<file path="config.mk">
export PLATFORM = sky130hd
export DESIGN_NAME = pci_bus_arbiter
export DESIGN_NICKNAME = d
export VERILOG_FILES = /design/src/rtl/pci_bus_arbiter.sv
export SDC_FILE = /design/constraint.sdc
export NUM_CORES = 1
export LEC_CHECK = 0
export CORE_UTILIZATION = 43
export CTS_BUF_LIST = sky130_fd_sc_hd__clkbuf_8 sky130_fd_sc_hd__clkbuf_16
export DETAILED_ROUTE_END_ITERATION = 8
export GPL_TIMING_DRIVEN = 0
export PLACE_DENSITY = 0.73
export SLEW_MARGIN = 20
export SYNTH_ARGS = -nofsm -noshare
export SYNTH_HDL_FRONTEND = slang
export SYNTH_SLANG_ARGS = --single-unit
</file>
<file path="constraint.sdc">
create_clock -name clk -period 4.8 [get_ports clk]
set_clock_uncertainty 0.2 [all_clocks]
set_input_delay 1.2 -clock clk [delete_from_list [all_inputs] [get_ports clk]]
set_output_delay 1.2 -clock clk [all_outputs]
set_load 0.01 [all_outputs]
</file>
<file path="src/rtl/pci_bus_arbiter.sv">
// Central PCI bus arbiter for N masters with fixed or round-robin policy.
// Grants only on an idle bus and revokes grants that never start a cycle.
module pci_bus_arbiter #(
  parameter int N_MASTERS     = 4,
  parameter int PRIORITY_MODE = 0,
  parameter int GNT_TIMEOUT   = 16,
  localparam int OW = (N_MASTERS > 1) ? $clog2(N_MASTERS) : 1
) (
  input  logic                 clk,
  input  logic                 reset,
  input  logic [N_MASTERS-1:0] req_n,
  input  logic                 frame_n,
  input  logic                 irdy_n,
  output logic [N_MASTERS-1:0] gnt_n,
  output logic [OW-1:0]        owner,
  output logic                 owner_valid
);

  localparam int CW = $clog2(GNT_TIMEOUT + 1);

  typedef enum logic [1:0] {
    IDLE,
    GRANTED,
    BUSY
  } state_t;

  state_t                 state;
  logic [OW-1:0]          last_owner;
  logic [CW-1:0]          cnt;
  logic [OW-1:0]          winner;
  logic                   found;
  int                     j;
  logic [N_MASTERS-1:0]   own_mask;
  logic [N_MASTERS-1:0]   win_mask;
  logic                   bus_idle;
  logic                   any_req;
  logic                   others_req;

  assign bus_idle = frame_n & irdy_n;
  assign any_req  = ~&req_n;
  assign own_mask =
    {{(N_MASTERS-1){1'b0}}, 1'b1} << owner;
  assign win_mask =
    {{(N_MASTERS-1){1'b0}}, 1'b1} << winner;
  assign others_req = |(~req_n & ~own_mask);

  always_comb begin
    winner = '0;
    found  = 1'b0;
    j      = 0;
    if (PRIORITY_MODE == 0) begin
      for (int i = N_MASTERS - 1; i >= 0; i--) begin
        if (!req_n[i]) winner = OW'(i);
      end
    end else begin
      // search starts just past the previous owner
      for (int k = 1; k <= N_MASTERS; k++) begin
        j = int'(last_owner) + k;
        if (j >= N_MASTERS) j = j - N_MASTERS;
        if (!found && !req_n[j]) begin
          winner = OW'(j);
          found  = 1'b1;
        end
      end
    end
  end

  always_ff @(posedge clk) begin
    if (reset) begin
      state       <= IDLE;
      gnt_n       <= '1;
      owner       <= '0;
      owner_valid <= 1'b0;
      last_owner  <= OW'(N_MASTERS - 1);
      cnt         <= '0;
    end else begin
      unique case (state)
        IDLE: begin
          if (any_req && bus_idle) begin
            state       <= GRANTED;
            gnt_n       <= ~win_mask;
            owner       <= winner;
            owner_valid <= 1'b1;
            cnt         <= '0;
          end
        end
        GRANTED: begin
          if (!frame_n) begin
            state <= BUSY;
          end else if (req_n[owner]) begin
            gnt_n       <= '1;
            owner_valid <= 1'b0;
            state       <= IDLE;
          end else if (cnt == CW'(GNT_TIMEOUT - 1)) begin
            gnt_n       <= '1;
            owner_valid <= 1'b0;
            last_owner  <= owner;
            state       <= IDLE;
          end else begin
            cnt <= cnt + 1'b1;
          end
        end
        BUSY: begin
          if (bus_idle) begin
            gnt_n       <= '1;
            owner_valid <= 1'b0;
            last_owner  <= owner;
            state       <= IDLE;
          end else if (others_req || req_n[owner]) begin
            gnt_n       <= '1;
            owner_valid <= 1'b0;
          end
        end
        default: state <= IDLE;
      endcase
    end
  end

endmodule

</file>
# Yosys cells after proc, flatten, opt, wreduce, memory -nomap -nowiden

Index checks and enable logic that the tools add are counted.

Reductions and logical operators: 12
Equality and inequality tests: 11
Muxes and demuxes: 31
Add/sub/neg operators: 1
Shift operators: 2
Bitwise gates (word level): 5
Magnitude comparators: 1

Operators with widths:

| kind                                                | count |
|---|---|
| 2-to-1 mux 4 bit                                    | 6 |
| 2-to-1 mux 5 bit                                    | 4 |
| 2-to-1 mux 2 bit                                    | 9 |
| NOT 4 bit                                           | 3 |
| case mux 4 bit (3 select lines)                     | 1 |
| inequality test 2 bit, second input constant        | 5 |
| case mux 5 bit (2 select lines)                     | 1 |
| AND reduction 5 bit                                 | 2 |
| left shift 1 x 2 -> 4 bit, first input constant     | 2 |
| 2-to-1 mux 1 bit                                    | 7 |
| inequality test 3 bit, second input constant        | 2 |
| case mux 2 bit (3 select lines)                     | 1 |
| adder 5 x 1 -> 5 bit, second input constant         | 1 |
| equality test 5 x 4 -> 1 bit, second input constant | 1 |
| bitwise AND 4 bit                                   | 1 |
| inequality test 4 bit, second input constant        | 1 |
| AND reduction 4 bit                                 | 1 |
| OR reduction 4 bit                                  | 1 |
| < comparator 2 x 3 -> 1 bit, second input constant  | 1 |
| case mux 1 bit (3 select lines)                     | 1 |
| AND reduction 3 bit                                 | 1 |
| nonzero test 3 bit                                  | 1 |
| binary-select mux 1 bit (select 2 bit)              | 1 |
| equality test 2 x 1 -> 1 bit, second input constant | 1 |
| 8 further kinds                                     | 8 |

Register bits after elaboration: 14
Logic and storage cells: 68
Bits of input ports: 8

# Logic depth before layout (Yosys ltp)

Gate-level depths: netlist (run 1).

Word-level depth: 8
Gate-level depth with buffers: 7
Gate-level depth less buffers: 7

# Least setup slack after synthesis (run 1)

No wires, ideal clock.

Path type: input -> register
Start point: in req_n[3]
End point: reg cnt[3]
Slack: 1.883 ns
Library setup time: 0.070 ns
Data required time: 4.530 ns
Stages on the path: 5
Data arrival time: 2.647 ns
Cells stage by stage: buf_6 mux4_2 o21a_1 or4_1 a21boi_1

Cells in the longest elaborated chain, start to end: 5
Elaborated cells between the ends (all ways): 8
Classes of those cells: 2 x eq/ne; 2 x mux; 4 x reduce/logical

RTL lines:

| what                            | line | RTL |
|---|---|---|
| from (decl)                     | 11   | `input logic [N_MASTERS-1:0] req_n,` |
| AND reduction 4 bit             | 40   | `assign any_req = ~&req_n;` |
| logical NOT 1 bit               | 40   |  |
| logical AND 1 bit               | 79   | `if (any_req && bus_idle) begin` |
| inequality test 2 bit (no line) | --   |  |
| AND reduction 5 bit (no line) * | --   |  |
| to (signal assigned)            | 100  | `cnt <= cnt + 1'b1;` |
| to (decl)                       | 29   | `logic [CW-1:0] cnt;` |

Mark *: on every way between the ends. The rest lies on a longest branch, timed or not. The select of a mux whose other input is x is not followed.
A chain may end at the register's enable or synchronous reset.

# Worst setup path in the final report (run 1)

Start point: in req_n[2]
End point: reg cnt[3]

Same word-level chain as after synthesis.

==> flow_summary.toml, run 1 <==
[status]
status = "completed"

[cts]
insertion_delay_ns = 0.25
post_cts_buffers = 0
clockRootBuffer = "clkbuf_8"
cts_tree = "done"
cts_sinks = 14
h-tree-depth = 1
hold_buffers = 0
cts_buffers = 3
post_cts_resized = 0
clockBufferDepth = 2
cts.clk_slew.worst_paths_ns = 0.06

[power]
leakage_nw = 0.434
vdd_drop_max_mv = 0.210
powerDensity_nw_per_um2 = 355

[yosys]
synthArstFlopShare_pct = 0
synth_cell_type_count = 39
syn_area_um2 = 926
syn_nets = 118
synth-edff-count = 0
yosysWarnings = 0
ys_ff_latch = 14
yosysSeqAreaShare_pct = 30.3
synth-main-ff-cell = "dfxtp_1"
syn_avg_cell_area_um2 = 8.82
syn_inst = 105

[cells_and_area]
seqCellArea_um2 = 280
multi_input_area_um2 = 578
drive_above_1_share_pct = 8.33
fillCellCount = 192
design_area_um2 = 1120
n_antenna_cell = 0
area_delta_synth_final_pct = 21.5
nNetsFinal = 134

[drt]
drc = 0
drt_pass1_iterations = 4
drtAntennaViolNets = 0
routed_via_density = 5.72
drt-total-wl_um = 1850
drt-initial-drc-count = 16
wire_per_inst_um = 12.6
vias = 841

[flow_run]
maxCapViolations = 0

[worst_hold_path]
hp-class = "reg -> reg"

[floorplan]
core_area_um2 = 2000
start_util_pct = 46.3
ios = 15
row_count = 16
die-area_um2 = 2340
die_width_um = 48.4
die_h_um = 48.4

[global_routing]
grt_start_max_net_pins = 11
gr-usage-all-layers_pct = 17.0
antenna_found_initial = 0
gr-total-overflow = 0
grt_pass1_vias = 759
grt_pass1_wl_um = 3110

[sta]
finalSetupTns_ns = 0
finalSetupViolations = 0
fin_crit_ns = 3.23
whs_ns = 0.269
tightestPinTransition_ns = 0.595
finalHoldViolations = 0
rsz0062_at_grt = "no"
maxSlewViolCount = 0
fmax_ghz = 0.310
relSlewSlack_pct = 60.3
finalWorstSetupSlack_ns = 1.57
fin_crit_sh_pct = 67.3

[place]
routabilityCongestion = 0.905
preCtsSetupSlack_ns = 1.34
post-dp-hpwl_um = 1420
placedInstanceArea_um2 = 1070
portBuffers = 11

[setup_path]
path_class = "in -> reg"
required_ns = 4.77
cp-end-kind = "register"
worstPathMaxFanout = 8
cp-start-kind = "input pin"
arrival_ns = 3.20
-- layout make-up --
cell class / instances / share of cell area [%]
plain buffers: 4 / 3.34
clock buffers: 4 / 4.89
inverters: 8 / 2.67
multi-input cells: 79 / 51.4
flip-flops and latches: 14 / 24.9
well taps: 27 / 3.00
repair buffers: 11 / 9.79
-- worst max-delay path, stage by stage --
cell	delay, ns
clkdlybuf4s50_1	0.53
mux4_2	0.56
o21a_1	0.24
or4_1	0.51
a21boi_1	0.17
-- logic make-up after synthesis --
family                     synth area share, %
muxes                                     11.1
adders and majority gates                 6.76
AOI/OAI and AO/OA                         21.9
DFF                                       30.3
and+or+nand+nor                           22.7
buffers and inverters                     7.30
-- cells in the mapped netlist (all sizes together), types with 2 or more instances --
cell type / count / area (um^2)
a2111oi: 2 / 17.5
a21boi: 3 / 22.5
a21oi: 3 / 15.0
a31oi: 2 / 12.5
and3: 2 / 12.5
and4: 2 / 17.5
buf: 3 / 33.8
dfxtp: 14 / 280
ha: 5 / 62.6
inv: 8 / 30.0
mux2i: 8 / 80.1
nand2: 8 / 30.0
nand2b: 3 / 18.8
nand3: 3 / 15.0
nor2: 5 / 18.8
nor2b: 3 / 18.8
nor3: 4 / 20.0
o21a: 3 / 22.5
o21ai: 2 / 10.0
o22ai: 2 / 12.5
o311ai: 2 / 25.0
o31ai: 2 / 15.0
or4: 2 / 15.0
-- sequential cells by signal (all words and copies together) (netlist names) --
register,flops
cnt,5
state,2
gnt_n,4
owner_valid,1
owner,2
-- metrics by stage --
step,cells,power (W),util (%)
final,147,0.000399,56.2
after global routing,147,0.000424,56.2
after CTS,147,0.000402,56.2
after detailed placement,143,0.000284,53.4
after global placement,143,0.000284,53.4
after floorplan,105,0.000244,-
-- worst paths after layout --
| path | startpoint | to | slack [ns] | cells after the start |
|---|---|---|---|---|
| worst min register to register | owner_valid | owner_valid | 0.27 | 2 |
| worst max-delay path | req_n[2] | cnt[3] | 1.57 | 5 |
| worst max register to register | cnt[0] | cnt[3] | 2.53 | 7 |
| worst min-delay path | owner_valid | owner_valid | 0.27 | 2 |
-- layer usage --
metal | global-route usage, % | share of wire (%) | routed length (um) | vias up
met5 | 0 | 0 | 0 | -
met4 | 5.88 | 0.97 | 18 | 0
met3 | 3.77 | 4.2 | 78 | 4
met2 | 29.6 | 46 | 859 | 18
met1 | 20.5 | 48 | 896 | 396
li1 | - | - | - | 423
-- where the power goes --
group          internal [W]  leakage, nW  total, W  switching, W
logic             0.0000703        0.292  0.000144     0.0000738
registers          0.000130        0.114  0.000139    0.00000859
clock network     0.0000727       0.0288  0.000116     0.0000437
total              0.000273        0.434  0.000399      0.000126
-- layout by cell type, fill, tap and decap left out, types with 3 or more instances in the layout --
master            n
a21oi_1           3
buf_6             3
clkbuf_8          4
clkdlybuf4s50_1  11
dfxtp_1          14
ha_1              5
inv_1             8
mux2i_1           8
nand2_1           8
nand2b_1          3
nand3_1           3
nor2_1            5
nor2b_1           3
nor3_1            4
o21a_1            3
Note: power is estimated with default switching activity, not from simulation.
==> run 2: changes to the inputs <==
Clock period 4.8 ns to 3.4 ns, I/O delays scaled along.
==> results of run 2 <==
Same layout as run 1 (identical final DEF). Status: completed.
Among the figures that moved: setup slack after placement 1.34 ns -> 0.292 ns; setup slack after layout 1.57 ns -> 0.520 ns; register-to-register setup slack 2.53 ns -> 1.13 ns; total power 0.000399 W -> 0.000563 W; worst IR drop on VDD 0.210 mV -> 0.297 mV
==> run 3: changes to the inputs <==
Settings changed: PLACE_DENSITY 0.73 to 0.76.
Clock period 3.4 ns to 2.5 ns, I/O delays scaled along.
==> flow_summary.toml, run 3 (synthesized netlist as in run 1, its figures left out) <==
[status]
status = "completed"

[cts]
clockBufferDepth = 2
cts_buffers = 3
cts_tree = "done"
insertion_delay_ns = 0.25
cts.clk_slew.worst_paths_ns = 0.06
h-tree-depth = 1
clockRootBuffer = "clkbuf_8"
hold_buffers = 0
cts_sinks = 14

[power]
powerDensity_nw_per_um2 = 691
p_total_w = 0.000782
vdd_drop_max_mv = 0.469
leakage_nw = 0.440

[cells_and_area]
largest-register = "cnt"
fillCellCount = 177
area_delta_synth_final_pct = 22.3
top_regs = "cnt: 5 flops, gnt_n: 4 flops"
nNetsFinal = 135
drive_above_1_share_pct = 9.09
final_common_cell = "dfxtp_1"
largest_register_ffs = 5
layout_common_cells = "dfxtp_1 (14), clkdlybuf4s50_1 (10), inv_1 (8), nand2_1 (8), mux2i_1 (8)"
fin_cells = 148
n_antenna_cell = 0
design_area_um2 = 1130

[floorplan]
start_util_pct = 46.3
row_count = 16
die_width_um = 48.4
ios = 15
die_h_um = 48.4
core_area_um2 = 2000
die-area_um2 = 2340

[sta]
tightestPinTransition_ns = 0.603
finalHoldViolations = 0
fmax_ghz = 0.418
whs_ns = 0.265
fin_crit_sh_pct = 95.7
finalSetupViolations = 0
relSlewSlack_pct = 59.8
fin_crit_ns = 2.39
rsz0062_at_grt = "no"
maxSlewViolCount = 0

[setup_path]
crit_chain = "dlygate4sd2_1, mux4_2, o21a_1, or4_1, a21boi_1"
crit_path_top_delay_cell = "mux4_2"
rrSetupSlack_ns = 0.26
worstPathBufferInverterCount = 1
path_class = "in -> reg"
required_ns = 2.49
path_delay_family = "multiplexers"
worstPathMaxFanout = 8
cp-start-kind = "input pin"
arrival_ns = 2.38
cp-end-kind = "register"
cpPeakStageDelay_ns = 0.54

[global_routing]
gr-usage-all-layers_pct = 19.7
grt_pass1_vias = 807
grt_start_max_net_pins = 11
gr-total-overflow = 0
grt_pass1_wl_um = 3580
antenna_found_initial = 0

[place]
dp_cells = 143
portBuffers = 11
placedInstanceArea_um2 = 1070
post-dp-hpwl_um = 1440
routabilityCongestion = 0.909

[drt]
drt-total-wl_um = 2030
drtAntennaViolNets = 0
drc = 0
drt_pass1_iterations = 4
wire_per_inst_um = 13.7
routed_via_density = 5.76
drt-initial-drc-count = 31
vias = 852

[worst_hold_path]
hp-class = "reg -> reg"

[flow_run]
maxCapViolations = 0
-- run 3: changes by cell type in the layout (fill, tap and decap cells not counted) --
cell             delta
clkdlybuf4s50_1     -1
buf_4               +1
a2111oi_1           +1
dlygate4sd2_1       +1
a2111oi_0           -1
-- run 3: worst paths after layout --
kind               start     endpoint  cells past startpoint
min reg2reg  owner_valid  owner_valid                      2
min          owner_valid  owner_valid                      2
max             req_n[2]       cnt[3]                      5
max reg2reg       cnt[0]       cnt[3]                      7
-- run 3: worst min-delay path, cell delays in order, from the launching register on --
cell     delay [ns]
dfxtp_1        0.31
nand2_1        0.05
mux2i_1        0.06
-- run 3: final cells by class --
cell class	instances	area (um^2)	area share [%]
multi-input combinational	79	579	51.2
sequential	14	280	24.8
timing repair buffer	12	116	10.3
clock buffer	4	55.1	4.86
buffer	4	37.5	3.31
tap	27	33.8	2.98
inverter	8	30.0	2.65
-- run 3: metal layers --
layer | vias up | track usage [%] | share of wire (%)
met1 | 410 | 24.5 | 46
met3 | 2 | 6.60 | 4.7
met2 | 19 | 32.9 | 49
met4 | 0 | 4.41 | 0.59
met5 | - | 0 | 0
li1 | 421 | - | -
-- run 3: repair_timing --
item | 4_1_cts | 5_1_grt
setup endpoints to repair | 6 | 5
setup buffers | 1 | 0
resized for setup | 1 | 1
-- run 3: through the flow --
step           setup TNS [ns]  worst slack, ns  utilization (%)
6_report                    0            0.107             56.6
5_1_grt                     0           0.0209             56.6
4_1_cts                     0            0.141             56.5
2_1_floorplan               0            0.158                -
3_5_place_dp            -2.95           -0.373             53.4
3_3_place_gp            -2.38           -0.331             53.4
-- run 3: power by group --
part           internal [W]  total [W]  switching (W)
Clock              0.000140   0.000228      0.0000886
Combinational      0.000137   0.000287       0.000149
Sequential         0.000249   0.000267      0.0000172
